### config.mk
export PLATFORM = sky130hd
export DESIGN_NAME = uart_tx
export DESIGN_NICKNAME = d
export VERILOG_FILES = /design/src/rtl/uart_tx_pkg.sv /design/src/rtl/uart_tx_baud_cnt.sv /design/src/rtl/uart_tx.sv
export SDC_FILE = /design/constraint.sdc
export NUM_CORES = 1
export LEC_CHECK = 0
export ABC_AREA = 1
export ABC_CLOCK_PERIOD_IN_PS = 3200
export BUFFER_PORTS_ARGS = -buffer_cell sky130_fd_sc_hd__buf_2
export CAP_MARGIN = 20
export CORE_MARGIN = 8
export CORE_UTILIZATION = 58
export DETAILED_ROUTE_END_ITERATION = 10
export PLACE_DENSITY_LB_ADDON = 0.05
export RECOVER_POWER = 25
export SLEW_MARGIN = 25
export SYNTH_ARGS = -nofsm -noshare
export SYNTH_HDL_FRONTEND = slang
export SYNTH_SLANG_ARGS = --single-unit
### constraint.sdc
create_clock -name clk -period 3.2 [get_ports clk]
set_clock_uncertainty 0.1 [all_clocks]
set_input_delay 0.32 -clock clk [delete_from_list [all_inputs] [get_ports clk]]
set_output_delay 0.32 -clock clk [all_outputs]
set_load 0.1 [all_outputs]
### src/rtl/uart_tx_pkg.sv
`default_nettype none
// ============================================================================
//  Module      : uart_tx_pkg
//  Description : Shared definitions for the UART transmitter. Holds the bit
//                positions of the uart_ctrl_o fields and the control-register
//                reset value, which the register block also uses. It also
//                holds the transmit FSM state encoding and the parity helper.
//  Ports       : none (package)
//  Revision    : 1.0 - initial release
// ============================================================================

`ifndef UART_DEFINE_VH
`define UART_DEFINE_VH
`define UART_CTRL_PEN_BIT   16
`define UART_CTRL_PODD_BIT  17
`define UART_CTRL_STOP2_BIT 18
`define UART_CTRL_EN_BIT    19
`define UART_CTRL_RST_VAL   32'h0000_0000
`endif

package uart_tx_pkg;

    localparam int unsigned c_PEN_BIT   = `UART_CTRL_PEN_BIT;
    localparam int unsigned c_PODD_BIT  = `UART_CTRL_PODD_BIT;
    localparam int unsigned c_STOP2_BIT = `UART_CTRL_STOP2_BIT;
    localparam int unsigned c_EN_BIT    = `UART_CTRL_EN_BIT;

    typedef enum logic [2:0] {
        ST_IDLE   = 3'd0,
        ST_START  = 3'd1,
        ST_DATA   = 3'd2,
        ST_PARITY = 3'd3,
        ST_STOP   = 3'd4
    } state_t;

    // Parity bit that goes on the line: even parity yields an even total
    // number of ones across data plus parity, odd parity an odd total.
    function automatic logic f_parity(input logic [7:0] i_data, input logic i_odd);
        return (^i_data) ^ i_odd;
    endfunction

endpackage

`default_nettype wire

### src/rtl/uart_tx_baud_cnt.sv
`default_nettype none
// ============================================================================
//  Module      : uart_tx_baud_cnt
//  Description : Bit-period down-counter. A load sets the count to P-1
//                (P=0 behaves as P=1). The count then runs down to zero and
//                holds there. o_tick marks the last clock of the current bit.
//  Ports       : clk, rst_n   - clock, synchronous active-low reset
//                i_load       - restart the bit period
//                i_period     - bit period P in clocks
//                o_tick       - high while the count is zero
//  Revision    : 1.0 - initial release
// ============================================================================
module uart_tx_baud_cnt #(
    parameter int DIV_W = 16
) (
    input  logic             clk,
    input  logic             rst_n,
    input  logic             i_load,
    input  logic [DIV_W-1:0] i_period,
    output logic             o_tick
);

    localparam logic [DIV_W-1:0] c_ONE = DIV_W'(1);

    logic [DIV_W-1:0] r_cnt;

    always_ff @(posedge clk) begin
        if (!rst_n) begin
            r_cnt <= '0;
        end else if (i_load) begin
            r_cnt <= (i_period == '0) ? '0 : (i_period - c_ONE);
        end else if (r_cnt != '0) begin
            r_cnt <= r_cnt - c_ONE;
        end
    end

    assign o_tick = (r_cnt == '0);

endmodule

`default_nettype wire

### src/rtl/uart_tx.sv
`default_nettype none
// ============================================================================
//  Module      : uart_tx
//  Description : UART transmitter with one holding register and one shift
//                register. It supports 8 data bits, optional even/odd parity
//                and 1 or 2 stop bits. The baud divisor is programmable.
//                Frames run back-to-back when the holding register is
//                already full at the end of a stop bit.
//  Ports       : clk, rst_n    - clock, synchronous active-low reset
//                wr_data_flag  - one-cycle write strobe
//                data_reg_wr   - byte to transmit
//                uart_ctrl_o   - [DIV_W-1:0] divisor, [16] parity enable,
//                                [17] parity odd, [18] two stop, [19] enable
//                uart_txd      - serial line, idle high
//                tx_ok         - holding register empty
//                tx_busy       - a frame is being shifted
//                tx_overrun    - one-cycle pulse on a dropped write
//  Revision    : 1.0 - initial release
// ============================================================================
module uart_tx
    import uart_tx_pkg::*;
#(
    parameter int DIV_W = 16
) (
    input  logic        clk,
    input  logic        rst_n,
    input  logic        wr_data_flag,
    input  logic [7:0]  data_reg_wr,
    input  logic [31:0] uart_ctrl_o,
    output logic        uart_txd,
    output logic        tx_ok,
    output logic        tx_busy,
    output logic        tx_overrun
);

    state_t           r_state;
    logic             r_txd;
    logic             r_busy;
    logic             r_overrun;
    logic [7:0]       r_hold;
    logic             r_hold_full;
    logic [7:0]       r_shift;
    logic [2:0]       r_bit_idx;
    logic             r_stop_idx;
    logic [DIV_W-1:0] r_div;
    logic             r_pen;
    logic             r_two_stop;
    logic             r_par_bit;

    logic             w_tick;
    logic             w_bit_end;
    logic             w_stop_done;
    logic             w_launch;
    logic             w_accept;
    logic             w_load;
    logic [DIV_W-1:0] w_period;
    logic             w_unused_ctrl;

    assign w_unused_ctrl = ^uart_ctrl_o[31:20];

    assign w_bit_end   = (r_state != ST_IDLE) && w_tick;
    assign w_stop_done = (r_state == ST_STOP) && w_tick && (!r_two_stop || r_stop_idx);

    // Launch happens from IDLE, or directly out of the final stop bit so
    // consecutive frames have no idle gap between them.
    assign w_launch = r_hold_full && uart_ctrl_o[c_EN_BIT] &&
                      ((r_state == ST_IDLE) || w_stop_done);
    assign w_accept = wr_data_flag && !r_hold_full;

    // A launching frame uses the live divisor. Bits inside a frame use the
    // latched copy, so changes to uart_ctrl_o mid-frame have no effect.
    assign w_period = w_launch ? uart_ctrl_o[DIV_W-1:0] : r_div;
    assign w_load   = w_launch || (w_bit_end && !w_stop_done);

    uart_tx_baud_cnt #(
        .DIV_W    (DIV_W)
    ) u_baud_cnt (
        .clk      (clk),
        .rst_n    (rst_n),
        .i_load   (w_load),
        .i_period (w_period),
        .o_tick   (w_tick)
    );

    always_ff @(posedge clk) begin
        if (!rst_n) begin
            r_state     <= ST_IDLE;
            r_txd       <= 1'b1;
            r_busy      <= 1'b0;
            r_overrun   <= 1'b0;
            r_hold      <= 8'h00;
            r_hold_full <= 1'b0;
            r_shift     <= 8'h00;
            r_bit_idx   <= 3'd0;
            r_stop_idx  <= 1'b0;
            r_div       <= '0;
            r_pen       <= 1'b0;
            r_two_stop  <= 1'b0;
            r_par_bit   <= 1'b0;
        end else begin
            // Holding register. A strobe that finds it full is dropped, even
            // when a launch empties it at this same edge.
            r_overrun <= wr_data_flag && r_hold_full;
            if (w_accept) begin
                r_hold <= data_reg_wr;
            end
            if (w_launch) begin
                r_hold_full <= 1'b0;
            end else if (w_accept) begin
                r_hold_full <= 1'b1;
            end

            if (w_launch) begin
                r_shift    <= r_hold;
                r_div      <= uart_ctrl_o[DIV_W-1:0];
                r_pen      <= uart_ctrl_o[c_PEN_BIT];
                r_two_stop <= uart_ctrl_o[c_STOP2_BIT];
                r_par_bit  <= f_parity(r_hold, uart_ctrl_o[c_PODD_BIT]);
                r_bit_idx  <= 3'd0;
                r_stop_idx <= 1'b0;
                r_state    <= ST_START;
                r_txd      <= 1'b0;
                r_busy     <= 1'b1;
            end else if (w_bit_end) begin
                case (r_state)
                    ST_START: begin
                        r_state <= ST_DATA;
                        r_txd   <= r_shift[0];
                    end
                    ST_DATA: begin
                        if (r_bit_idx == 3'd7) begin
                            r_bit_idx <= 3'd0;
                            if (r_pen) begin
                                r_state <= ST_PARITY;
                                r_txd   <= r_par_bit;
                            end else begin
                                r_state <= ST_STOP;
                                r_txd   <= 1'b1;
                            end
                        end else begin
                            r_bit_idx <= r_bit_idx + 3'd1;
                            r_shift   <= {1'b0, r_shift[7:1]};
                            r_txd     <= r_shift[1];
                        end
                    end
                    ST_PARITY: begin
                        r_state <= ST_STOP;
                        r_txd   <= 1'b1;
                    end
                    ST_STOP: begin
                        if (r_two_stop && !r_stop_idx) begin
                            r_stop_idx <= 1'b1;
                        end else begin
                            r_stop_idx <= 1'b0;
                            r_state    <= ST_IDLE;
                            r_txd      <= 1'b1;
                            r_busy     <= 1'b0;
                        end
                    end
                    default: begin
                        r_state <= ST_IDLE;
                        r_txd   <= 1'b1;
                        r_busy  <= 1'b0;
                    end
                endcase
            end
        end
    end

    assign uart_txd   = r_txd;
    assign tx_ok      = ~r_hold_full;
    assign tx_busy    = r_busy;
    assign tx_overrun = r_overrun;

endmodule

`default_nettype wire

==> flow_results.org <==
** Die
- Area of the die :: 9369 sq um
- Starting utilization of the core area :: 59.63%
- Row Count :: 29
- Die boundary width :: 96.80 um
- Vertical die dimension :: 96.80 um
- For this design the top-level I/O count stands at 47.
- Standard cell core area :: 6350 sq um

** Layout
- The layout has 596 filler cells.
- Post-layout utilization of the core :: 65.38%
- From synthesis to final layout, the design area changed by 9.650%.
- The finished layout holds 668 standard cells, fillers aside.
- Summing all multi-input logic gate instances after layout gives 2165 sq um.
- 0 antenna diodes ended up in the layout.
- The net count of the finished layout is 633.
- Of the cells placed in the final design, the portion with a size suffix greater than 1 is 18.10%.
- Seq. cell area :: 1241 sq um

** Synthesis
- Average cell area after synthesis :: 6.822 sq um
- For this run, the register share of the synthesized area comes to 32.78%.
- During synthesis, Yosys emitted a total of 0 warnings.
- In this run, synthesis inferred 0 flip-flops with an integrated enable.
- Cell taking the most area after synthesis :: sky130_fd_sc_hd__dfxtp_1
- Share of synthesized flip-flops with an asynchronous set or reset :: 0%
- Number of distinct library cells after synthesis :: 42
- The most used flip-flop cell after synthesis is sky130_fd_sc_hd__dfxtp_1.
- Area share of the largest cell type after synthesis :: 32.78%
- The cell count after synthesis came out at 555.
- The mapped netlist covers 3786 sq um.
- Seq cells post-synth :: 62
- The number of nets in the synthesized netlist is 602.
- Ranked by total cell area, the synthesized netlist is headed by sky130_fd_sc_hd__dfxtp_1 33%, sky130_fd_sc_hd__nand2_1 12%, sky130_fd_sc_hd__inv_1 6.5%.

** Power
- In this run the static leakage power is 1.944 nW.
- Final Power :: 3.006 mW
- Across the VDD grid, the largest voltage drop is 0.0005005 V.
- Pwr per Cell Area :: 724.1 nW/um^2

** Timing
- Tcrit/Tclk final :: 86.09%
- Final worst path period need :: 2.755 ns
- Measured slew at the worst slew-check pin :: 1.173 ns
- The worst pin sits at a relative slew slack of 22.16%.
- Worst Slack Setup Final :: 0.4451 ns
- Max Slew Vio Count :: 0
- Derived from the worst setup path, the maximum achievable clock frequency is 363.0 MHz.
- Setup repair after global routing left no endpoint under its margin.
- Setup TNS :: 0 ns
- The count of endpoints failing hold in the final timing report is 0.
- Setup violations remaining at the end of the flow were counted as 0.

** Worst setup path
- Logic depth of the worst register-to-register path :: 17
- Worst Setup End Kind :: register
- Data arrives at the worst endpoint at 2.93 ns.
- Tracing the worst setup path back leads to its startpoint at u_baud_cnt.r_cnt[0]$_SDFFE_PN0P_.
- WP data required :: 3.37 ns
- The most critical setup path has its endpoint at u_baud_cnt.r_cnt[15]$_SDFFE_PN0P_.
- Crit-path max FO :: 30
- In this run the critical register-to-register path is captured at u_baud_cnt.r_cnt[15]$_SDFFE_PN0P_.
- Worst setup slack for register-to-register paths :: 0.45 ns
- STA classifies the critical path startpoint as a register.
- The startpoint identified for the worst register-to-register timing path is u_baud_cnt.r_cnt[0]$_SDFFE_PN0P_.
- The setup path with the least slack is of type register to register.

** Clocking
- In this run, post-CTS repair resized a total of 0 instances.
- Post-CTS Hold Buffers :: 0
- Sink count of the clock tree :: 62
- Number of clock buffers inserted by TritonCTS :: 9
- Depth of the CTS H-tree :: 3
- Clock insertion delay at the later pin of the skew report :: 0.35 ns
- The clock passes through at most 2 buffers.
- TritonCTS built the clock tree.
- Clock-pin slew was measured on the worst setup and hold paths at 0.07 ns.
- CTS placed an instance of sky130_fd_sc_hd__clkbuf_8 at the clock tree root.
- Total setup buffers inserted after CTS :: 0

** Placement
- The HPWL after detailed placement is 6.378 mm.
- Number of port buffers :: 34
- At the end of routability-driven placement, the weighted congestion stood at 0.9027.
- Post-place setup slack :: 0.4854 ns
- Number of cells in the design after placement :: 652

** Route
- After detailed routing, the number of vias per cell comes to 5.216.
- Drt first pass iters :: 5
- Remaining DRCs :: 0
- In this run the remaining antenna-violating nets after routing total 0.
- Summing over every cut layer, the via total after detailed routing is 3484.
- Total length of routed wires :: 8.615 mm
- Average wire length per cell after detail routing :: 12.90 um
- Number of DRC markers after the initial detailed-route iteration :: 182

** Min path
- The path class of the tightest hold or removal check is input port to register.

** GRT
- The number of global-route vias before repair was 3322.
- The initial antenna violation count is 0.
- Largest net degree at the start of global routing :: 40
- Global-route wire length before repair :: 14.86 mm
- Tot GR Track Use :: 18.61%
- Leftover overflow at the end of global routing :: 0

** Job
- The tool flagged a number of max-cap violations equal to 0.

** Run status
- The flow ran to the end, and the final reports show no timing, DRC or antenna violations.
state kept, by name, indices dropped and copies added, names as in the netlist:
| name | cells |
|---|---|
| r_hold_full | 1 |
| r_bit_idx | 3 |
| r_hold | 8 |
| r_two_stop | 1 |
| u_baud_cnt.r_cnt | 16 |
| r_div | 16 |
| tx_busy | 1 |
| uart_txd | 1 |
| r_state | 3 |
| r_pen | 1 |
| r_par_bit | 1 |
| tx_overrun | 1 |
| r_stop_idx | 1 |
| r_shift | 8 |
report_power, final:
part / switching, mW / internal (mW)
Clock: 0.321 / 0.358
Combinational: 0.852 / 0.471
Sequential: 0.102 / 0.902
Total: 1.27 / 1.73
layer usage:
metal / up-vias / global-route usage (%) / wire length [um]
li1: 1846 / - / -
met1: 1562 / 25.51 / 4364
met2: 69 / 27.66 / 3688
met3: 7 / 3.272 / 481
met4: 0 / 8.166 / 81
met5: - / 0 / 0
stage by stage:
step,hold WS (ns),cell area (sq um)
6_report,0.08471,4151
5_1_grt,0.09822,4151
4_1_cts,0.08264,4158
3_5_place_dp,0.3641,3969
3_3_place_gp,0.3519,3969
2_1_floorplan,0.3374,3786
cells by family (layout without fill, tap and decap cells):
family                   count (synthesis)  in the layout  synth area share [%]
buffers and inverters                   87            123                 10.05
multiplexers                             1              1                0.2644
AND/OR/NAND/NOR                        295            295                 38.86
flip-flops                              62             62                 32.78
AO/OA/AOI/OAI                           93             93                 13.71
adder cells (fa/ha/maj)                  4              4                 1.322
XOR/XNOR                                13             13                 3.007
layout by cell type, fill, tap and decap left out, drive strengths merged, types with 5 or more instances in the layout:
master,netlist,routed
nand3,34,34
dfxtp,62,62
buf,11,35
nand2,145,145
nand3b,16,16
xor2,9,9
nand4,5,5
clkbuf,9,15
a21oi,30,30
nor2,87,87
o21ai,41,41
inv,67,68
worst max-delay path, cell delays in order, from the launching register on:
cell and delay [ns]:
sky130_fd_sc_hd__dfxtp_1 0.35, sky130_fd_sc_hd__inv_1 0.11, sky130_fd_sc_hd__ha_1 0.17, sky130_fd_sc_hd__nand2_1 0.09
sky130_fd_sc_hd__nor2_4 0.15, sky130_fd_sc_hd__nand4_4 0.13, sky130_fd_sc_hd__nand2_4 0.10, sky130_fd_sc_hd__buf_4 0.29
sky130_fd_sc_hd__nand3_1 0.13, sky130_fd_sc_hd__nand2_1 0.10, sky130_fd_sc_hd__inv_1 0.08, sky130_fd_sc_hd__nand2_1 0.11
sky130_fd_sc_hd__nor2_4 0.06, sky130_fd_sc_hd__nand2_1 0.07, sky130_fd_sc_hd__nor2_2 0.05, sky130_fd_sc_hd__nor2_4 0.29
sky130_fd_sc_hd__nand3_2 0.17, sky130_fd_sc_hd__a21oi_2 0.14
layout make-up:
class / instances / area share, %
clock buffers: 10 / 3.074
clock inverters: 6 / 1.477
inverters: 67 / 6.058
multi-input cells: 406 / 52.14
flip-flops and latches: 62 / 29.90
well taps: 77 / 2.321
repair buffers: 40 / 5.033
worst min-delay path by stage:
stage	startpoint	end	slack [ns]	depth (start not counted)
2_1_floorplan	r_bit_idx[0]$_SDFFE_PP0P_	r_bit_idx[0]$_SDFFE_PP0P_	0.34	1
3_3_place_gp	r_bit_idx[1]$_SDFFE_PP0P_	r_bit_idx[1]$_SDFFE_PP0P_	0.35	2
3_5_place_dp	r_bit_idx[2]$_SDFFE_PP0P_	r_bit_idx[2]$_SDFFE_PP0P_	0.36	2
4_1_cts	data_reg_wr[7]	r_hold[7]$_SDFFE_PN0P_	0.08	3
5_1_grt	data_reg_wr[6]	r_hold[6]$_SDFFE_PN0P_	0.1	3
6_report	data_reg_wr[7]	r_hold[7]$_SDFFE_PN0P_	0.08	3
synth_stat cells, types with 2 or more instances:
| cell | count |
|---|---|
| sky130_fd_sc_hd__o21ai_0 | 40 |
| sky130_fd_sc_hd__o31ai_1 | 4 |
| sky130_fd_sc_hd__nand3_1 | 28 |
| sky130_fd_sc_hd__or2_2 | 2 |
| sky130_fd_sc_hd__buf_6 | 6 |
| sky130_fd_sc_hd__nand2_4 | 3 |
| sky130_fd_sc_hd__nand2_1 | 121 |
| sky130_fd_sc_hd__dfxtp_1 | 62 |
| sky130_fd_sc_hd__nor2_2 | 12 |
| sky130_fd_sc_hd__xnor2_1 | 4 |
| sky130_fd_sc_hd__a31oi_1 | 4 |
| sky130_fd_sc_hd__nor4_1 | 2 |
| sky130_fd_sc_hd__o22ai_1 | 4 |
| sky130_fd_sc_hd__inv_1 | 66 |
| sky130_fd_sc_hd__nand3_2 | 6 |
| sky130_fd_sc_hd__clkbuf_1 | 9 |
| sky130_fd_sc_hd__xor2_1 | 9 |
| sky130_fd_sc_hd__nor2_1 | 65 |
| sky130_fd_sc_hd__nand2_2 | 21 |
| sky130_fd_sc_hd__nor3_1 | 4 |
| sky130_fd_sc_hd__ha_1 | 4 |
| sky130_fd_sc_hd__buf_2 | 4 |
| sky130_fd_sc_hd__nor2_4 | 9 |
| sky130_fd_sc_hd__a21oi_1 | 29 |
| sky130_fd_sc_hd__nand4_1 | 4 |
| sky130_fd_sc_hd__nand3b_1 | 16 |
| sky130_fd_sc_hd__a21boi_0 | 2 |
No activity file was read; power rests on OpenSTA's default activity.
